File: config.mk
export PLATFORM = sky130hd
export DESIGN_NAME = accum4_seq
export DESIGN_NICKNAME = d
export VERILOG_FILES = /design/src/rtl/accum_pkg.sv /design/src/rtl/full_adder.sv /design/src/rtl/ripple_adder_n.sv /design/src/rtl/accum4_seq.sv
export SDC_FILE = /design/constraint.sdc
export NUM_CORES = 1
export LEC_CHECK = 0
export CAP_MARGIN = 20
export CORE_ASPECT_RATIO = 0.7
export CORE_MARGIN = 1
export CORE_UTILIZATION = 29
export DETAILED_ROUTE_END_ITERATION = 10
export PLACE_DENSITY = 0.55
export SYNTH_ARGS = -nofsm -noshare
export SYNTH_HDL_FRONTEND = slang
export SYNTH_HIERARCHICAL = 1
export SYNTH_SLANG_ARGS = --single-unit
File: constraint.sdc
create_clock -name clk -period 2.4 [get_ports clk]
set_input_delay 0.24 -clock clk [delete_from_list [all_inputs] [get_ports clk]]
set_output_delay 0.24 -clock clk [all_outputs]
set_load 0.01 [all_outputs]
File: src/rtl/accum_pkg.sv
// Shared types and constants for the accum4_seq accumulator slice.
// Latency: none (declarations only).
// Backpressure: none (declarations only).
// Contents: frame FSM state enum, beat-counter width helper, saturation constant.
package accum_pkg;

  // ACC collects beats, HOLD presents the frame result until it is taken.
  typedef enum logic {
    ACC  = 1'b0,
    HOLD = 1'b1
  } state_t;

  // The beat counter must be able to hold COUNT itself, not just COUNT-1.
  function automatic int cnt_width(input int count);
    return (count < 1) ? 1 : $clog2(count + 1);
  endfunction

  // All-ones saturation value. Kept at 64 bits so any operand width up to
  // 64 can slice its own all-ones value from it.
  localparam logic [63:0] SAT_VAL = '1;

endpackage

File: src/rtl/full_adder.sv
// One-bit full adder, the cell the ripple adder chains together.
// Latency: combinational.
// Backpressure: none.
// Ports: a, b, cin -> sum, cout.
module full_adder (
  input  logic a,
  input  logic b,
  input  logic cin,
  output logic sum,
  output logic cout
);

  assign sum  = a ^ b ^ cin;
  assign cout = (a & b) | (cin & (a ^ b));

endmodule

File: src/rtl/ripple_adder_n.sv
// WIDTH-bit unsigned ripple-carry adder built from full_adder cells, carry-in tied to 0.
// Latency: combinational (WIDTH carry stages).
// Backpressure: none.
// Ports: a, b (WIDTH) -> sum (WIDTH), cout (carry out of the MSB).
module ripple_adder_n #(
  parameter int WIDTH = 4
) (
  input  logic [WIDTH-1:0] a,
  input  logic [WIDTH-1:0] b,
  output logic [WIDTH-1:0] sum,
  output logic             cout
);

  logic [WIDTH:0] carry;

  assign carry[0] = 1'b0;

  for (genvar i = 0; i < WIDTH; i++) begin : g_bit
    full_adder u_fa (
      .a    (a[i]),
      .b    (b[i]),
      .cin  (carry[i]),
      .sum  (sum[i]),
      .cout (carry[i+1])
    );
  end

  assign cout = carry[WIDTH];

endmodule

File: src/rtl/accum4_seq.sv
// Frame accumulator: sums up to COUNT operand beats per frame through a ripple adder.
// Latency: out_valid rises the cycle after the closing beat is accepted; N-beat frame takes N+1 cycles.
// Backpressure: in_ready drops while a result waits in HOLD; the result is held until out_ready.
// Ports: clk, rst_n (async, active-low); in_valid/in_ready/in_data/in_last operand stream;
//        out_valid/out_ready/out_sum/out_overflow/out_count result stream.
// Build option: define ACCUM_SATURATE_EN to clamp the accumulator at all-ones on carry
//               instead of wrapping modulo 2^WIDTH.
module accum4_seq
  import accum_pkg::*;
#(
  parameter int WIDTH = 4,
  parameter int COUNT = 4,
  parameter int CNT_W = cnt_width(COUNT)
) (
  input  logic             clk,
  input  logic             rst_n,
  input  logic             in_valid,
  output logic             in_ready,
  input  logic [WIDTH-1:0] in_data,
  input  logic             in_last,
  output logic             out_valid,
  input  logic             out_ready,
  output logic [WIDTH-1:0] out_sum,
  output logic             out_overflow,
  output logic [CNT_W-1:0] out_count
);

  state_t           state;
  state_t           state_nxt;
  logic [WIDTH-1:0] acc;
  logic [WIDTH-1:0] add_sum;
  logic [WIDTH-1:0] acc_nxt;
  logic             carry;
  logic [CNT_W-1:0] cnt;
  logic [CNT_W-1:0] cnt_inc;
  logic             ovf;
  logic             accept;
  logic             close;
  logic             drain;

  ripple_adder_n #(
    .WIDTH (WIDTH)
  ) u_adder (
    .a    (acc),
    .b    (in_data),
    .sum  (add_sum),
    .cout (carry)
  );

`ifdef ACCUM_SATURATE_EN
  // A saturated accumulator plus any non-zero operand carries again, so it
  // stays pinned at all-ones for the rest of the frame.
  assign acc_nxt = carry ? SAT_VAL[WIDTH-1:0] : add_sum;
`else
  assign acc_nxt = add_sum;
`endif

  assign cnt_inc = cnt + CNT_W'(1);
  assign accept  = in_valid & in_ready;
  // The beat that fills the frame or carries in_last closes it.
  assign close   = accept & ((cnt == CNT_W'(COUNT - 1)) | in_last);
  assign drain   = out_valid & out_ready;

  always_comb begin
    state_nxt = state;
    case (state)
      ACC:     if (close) state_nxt = HOLD;
      HOLD:    if (drain) state_nxt = ACC;
      default: state_nxt = ACC;
    endcase
  end

  always_ff @(posedge clk or negedge rst_n) begin
    if (!rst_n) begin
      state <= ACC;
    end else begin
      state <= state_nxt;
    end
  end

  always_ff @(posedge clk or negedge rst_n) begin
    if (!rst_n) begin
      acc          <= '0;
      cnt          <= '0;
      ovf          <= 1'b0;
      in_ready     <= 1'b0;
      out_valid    <= 1'b0;
      out_sum      <= '0;
      out_overflow <= 1'b0;
      out_count    <= '0;
    end else begin
      // Handshake flags follow the next state, so in_ready comes up on the
      // first edge after reset release and both are glitch-free registers.
      in_ready  <= (state_nxt == ACC);
      out_valid <= (state_nxt == HOLD);

      if (accept) begin
        acc <= acc_nxt;
        ovf <= ovf | carry;
        cnt <= cnt_inc;
      end

      if (close) begin
        out_sum      <= acc_nxt;
        out_overflow <= ovf | carry;
        out_count    <= cnt_inc;
      end

      // Result consumed: start the next frame from zero. out_* keep their
      // values until the next frame closes.
      if (state == HOLD && drain) begin
        acc <= '0;
        cnt <= '0;
        ovf <= 1'b0;
      end
    end
  end

endmodule

# == After elaboration in Yosys (flattened, before gate mapping) ==
# Index checks and enable logic that the tools add are counted.
# word_totals
register_bits,18
latch_bits,0
mem_bits_rw,0
mem_bits_ro,0
in_bits,9
out_inout_bits,10
word_cells,45
n_memories,0
# classes
addsub,1
multipliers,0
n_div,0
n_lt_le_gt_ge,0
n_eq_ne,1
shifts,0
mux,9
bitwise_logic,24
n_reduce_logical,2
# ops
operator,n
$and A1 B1 Y1,10
$mux W4,2
$xor A1 B1 Y1,7
$mux W3,2
$or A1 B1 Y1,5
$mux W1,4
$add A3 B1 Y3 const B,1
$eq A3 B2 Y1 const B,1
$not A1 Y1,2
$pmux W1 S2,1
$reduce_bool A2 Y1,1
$logic_and A1 B1 Y1,1

# == Depth between registers and ports, before layout ==
# depth
ltp_word,10
ltp_mapped,6
depth_no_buf,6

# == By module ==
# Netlist, hierarchy kept.
# by_module_without_submodules
mod,instances,cells_each,area_each_um2,seq_area_each_um2
accum4_seq,1,64,804.5,450.4
full_adder,4,1,20.0,0.0
ripple_adder_n,1,1,3.8,0.0

# == Least setup slack after synthesis ==
# No wires, ideal clock.
# synth_timing
kind,register to register
start,register acc[0]
end,register out_sum[3]
setup_ns,0.125
arrival_ns,2.260
required_time_ns,2.275
setup_slack_ns,0.015
path_stages_with_launch,6
n_path_buf,0
path_cell_list,dfrtp_1 fa_1 fa_1 fa_1 fa_1 mux2_2
# synth_between
elab_chain_cells,6
# synth_rtl
element,line,source
start: declaration,accum4_seq.sv:30,logic [WIDTH-1:0] acc;
start signal: assignment,accum4_seq.sv:98,acc <= acc_nxt;
$and A1 B1 Y1,full_adder.sv:14,assign cout = (a & b) | (cin & (a ^ b));
net u_adder.carry[1],ripple_adder_n.sv:14,logic [WIDTH:0] carry;
$and A1 B1 Y1,full_adder.sv:14,
$or A1 B1 Y1,full_adder.sv:14,
net u_adder.carry[2],ripple_adder_n.sv:14,
$and A1 B1 Y1,full_adder.sv:14,
$or A1 B1 Y1,full_adder.sv:14,
net u_adder.carry[3],ripple_adder_n.sv:14,
$xor A1 B1 Y1,full_adder.sv:13,assign sum = a ^ b ^ cin;
net acc_nxt[3],accum4_seq.sv:32,logic [WIDTH-1:0] acc_nxt;
end signal: assignment,accum4_seq.sv:104,out_sum <= acc_nxt;
end: declaration,accum4_seq.sv:23,"output logic [WIDTH-1:0] out_sum,"
# The timed path passes the listed nets, and every way through them passes these cells.
# A chain may end at the register's enable or synchronous reset.

# == Worst setup path after layout ==
# layout_timing
start,input port in_data[0]
end,register out_sum[3]
# layout_between
elab_chain_cells,6
# layout_rtl
element,line,source
start: declaration,accum4_seq.sv:19,"input logic [WIDTH-1:0] in_data,"
$and A1 B1 Y1,full_adder.sv:14,
net u_adder.carry[1],ripple_adder_n.sv:14,
$and A1 B1 Y1,full_adder.sv:14,
$or A1 B1 Y1,full_adder.sv:14,
net u_adder.carry[2],ripple_adder_n.sv:14,
$and A1 B1 Y1,full_adder.sv:14,
$or A1 B1 Y1,full_adder.sv:14,
net u_adder.carry[3],ripple_adder_n.sv:14,
$xor A1 B1 Y1,full_adder.sv:13,
net acc_nxt[3],accum4_seq.sv:32,
# The timed path passes the listed nets, and every way through them passes these cells.

==> impl_metrics.ini <==
[power]
p_leak_nw = 0.4974
peakVddDrop_mv = 0.4189
powerDensity_mw_per_mm2 = 1138

[hold_path]
hp-class = primary input to async pin

[timing]
fin_crit_sh_pct = 97.45
rsz0062_at_grt = true
slew_headroom_pct = 43.48
final_hold_viol_count = 0
maxSlewViolCount = 0
fin_worst_skew_ns = 0.004858
whs_ns = 0.4748
timing.fmax_mhz = 427.6
setup_viol = 0
fin_crit_ns = 2.339
worstMarginPinSlew_ns = 0.8452

[worst_setup_path]
critPathKind = primary input to flip-flop
critPathLaunchType = primary input
path_max_fanout = 2
r2r_start = acc[0]
rrSetupSlack_ns = 0.07
arrival_ns = 2.48
end_kind = flip-flop
reg2reg_depth = 5
worstPathRequired_ns = 2.54
r2r-end = out_sum[3]

[synthesis]
ys_types = 19
syn_inst = 69
synth_seq_cells = 18
netlist_area_sq_um = 888.4
synth_area_per_cell_sq_um = 12.87
ys_warn_count = 6
synth_fp_nets = 84
synth_seq_area_share_pct = 50.70

[route]
firstDrtPassIters = 2
post_drt_wl_per_cell_um = 13.28
drtAntennaViolNets = 0
met2_length_um = 694
vias_per_cell = 4.738
met1_length_um = 812
vias = 578
drt_iter0_markers = 21
drt_wl_total_mm = 1.620
wl_met3_um = 102
drc_errors = 0
highest_layer = met4

[grt]
grt_max_degree = 19
antenna_found_initial = 0
grt_pass1_wl_mm = 2.608
grt_usage_pct = 11.09
overflow = 0
grt_pass1_vias = 585

[clock_network]
clkSinkCount = 18
htree_levels = 1
cts_tree = yes
cts_buffers = 3
path_clk_slew_ns = 0.07
cts-resized-gates = 3
insertion_delay_ns = 0.25
cts_root_buf = clkbuf_8
cts_setup_buffers = 0
clockBufferDepth = 2
cts_hold_buf = 0

[floorplan]
die_y_um = 48.31
initial_utilization_pct = 31.25
num_io_pins = 19
die_w_um = 68.15
std_cell_rows = 16
dieArea_sq_mm = 0.003292
core_region_area_sq_mm = 0.002843

[layout]
syn2layout_area_growth_pct = 28.45
fillCellCount = 280
layout-drive-gt1-share_pct = 23.26
utilization_pct = 40.14
diodes = 0
layout.nets = 103

[place]
gp_congestion = 0.7143
dp_hpwl_mm = 1.163
io_buffers = 18

[outcome]
status = finished, final reports clean

[flow_run]
maxCapViolations = 0
==> synth_stat cells (all sizes together) <==
cell type  instances  area share [%]
a311oi             1            0.99
conb               1            0.42
a21bo              6             6.8
and2               1            0.70
a31oi              1            0.70
a21oi              7             3.9
ha                 2             2.8
nand3              5             2.8
clkbuf             1            0.42
nor2               2            0.85
o211ai             1             2.4
mux2               6             7.6
inv                4             1.7
mux2i              4             4.5
nand3b             1            0.85
fa                 4             9.0
buf                4             2.8
dfrtp             18              51
==> critical path: stages <==
cell and delay [ns]:
clkdlybuf4s50_1 0.43, fa_2 0.37, fa_2 0.35, fa_2 0.35, fa_1 0.46, mux2_2 0.27
==> placed cells by master (no fill, tap or decap) <==
master            n
a21bo_2           6
a21oi_1           7
a311oi_1          1
a31oi_1           1
and2_1            1
buf_4             1
clkbuf_8          3
clkdlybuf4s50_1  18
conb_1            1
dfrtp_1          18
fa_1              1
fa_2              3
ha_1              2
inv_1             4
mux2_2            6
mux2i_1           4
nand3_1           5
nand3b_1          1
nor2_1            2
o211ai_4          1
==> power by group <==
group | switching (mW) | internal (mW) | total [mW] | leakage (nW)
Sequential | 0.102 | 0.441 | 0.543 | 0.217
Clock | 0.0930 | 0.111 | 0.204 | 0.0216
Combinational | 0.213 | 0.338 | 0.551 | 0.259
==> area by class of cell <==
type | count | area, sq um | share of cell area, %
Tap cell | 36 | 45.04 | 3.947
Inverter | 4 | 15.01 | 1.316
Sequential cell | 18 | 450.4 | 39.47
Clock buffer | 3 | 41.29 | 3.618
Timing Repair Buffer | 19 | 187.7 | 16.45
Multi-Input combinational cell | 42 | 401.6 | 35.20
==> worst max path at each step <==
stage | from | to | slack, ns | cells past startpoint
global route | acc[0] | acc[3] | -0.01 | 6
finish | in_data[0] | out_sum[3] | 0.06 | 6
CTS | in_data[0] | out_sum[3] | 0.05 | 6
detailed placement | in_data[0] | out_sum[3] | -0.37 | 6
floorplan | acc[0] | out_sum[3] | 0.02 | 5
global placement | in_data[0] | out_sum[3] | -0.32 | 6
==> cell families after synthesis <==
family / Yosys count / synth area share (%)
AOI/OAI and AO/OA: 16 / 14.79
adders and majority gates: 6 / 11.83
other: 1 / 0.4221
DFF: 18 / 50.70
buffers and inverters: 9 / 4.928
muxes: 10 / 12.11
and+or+nand+nor: 9 / 5.212
==> registers in the layout (all words and copies together) (netlist names) <==
| name | cells |
|---|---|
| acc | 4 |
| cnt | 3 |
| in_ready | 1 |
| out_overflow | 1 |
| ovf | 1 |
| out_valid | 1 |
| out_count | 3 |
| out_sum | 4 |
==> layer usage <==
| metal | GRT usage [%] | up-vias |
|---|---|---|
| met5 | 0 | - |
| met1 | 13.66 | 286 |
| met4 | 3.125 | 0 |
| met3 | 4.953 | 2 |
| met2 | 17.32 | 15 |
| li1 | - | 275 |
==> per-stage QoR <==
| step | power [mW] | TNS, ns | setup WS [ns] | instances | instance area (sq um) |
|---|---|---|---|---|---|
| final | 1.298 | 0 | 0.06110 | 122 | 1141 |
| after global routing | 1.407 | -0.01396 | -0.01116 | 122 | 1141 |
| after CTS | 1.323 | 0 | 0.04624 | 122 | 1141 |
| after detailed placement | 1.102 | -1.217 | -0.3722 | 119 | 1092 |
| after global placement | 1.080 | -1.047 | -0.3185 | 119 | 1092 |
| after floorplan | 0.8631 | 0 | 0.01549 | 69 | 888.4 |
(Power assumes the default switching activity.)
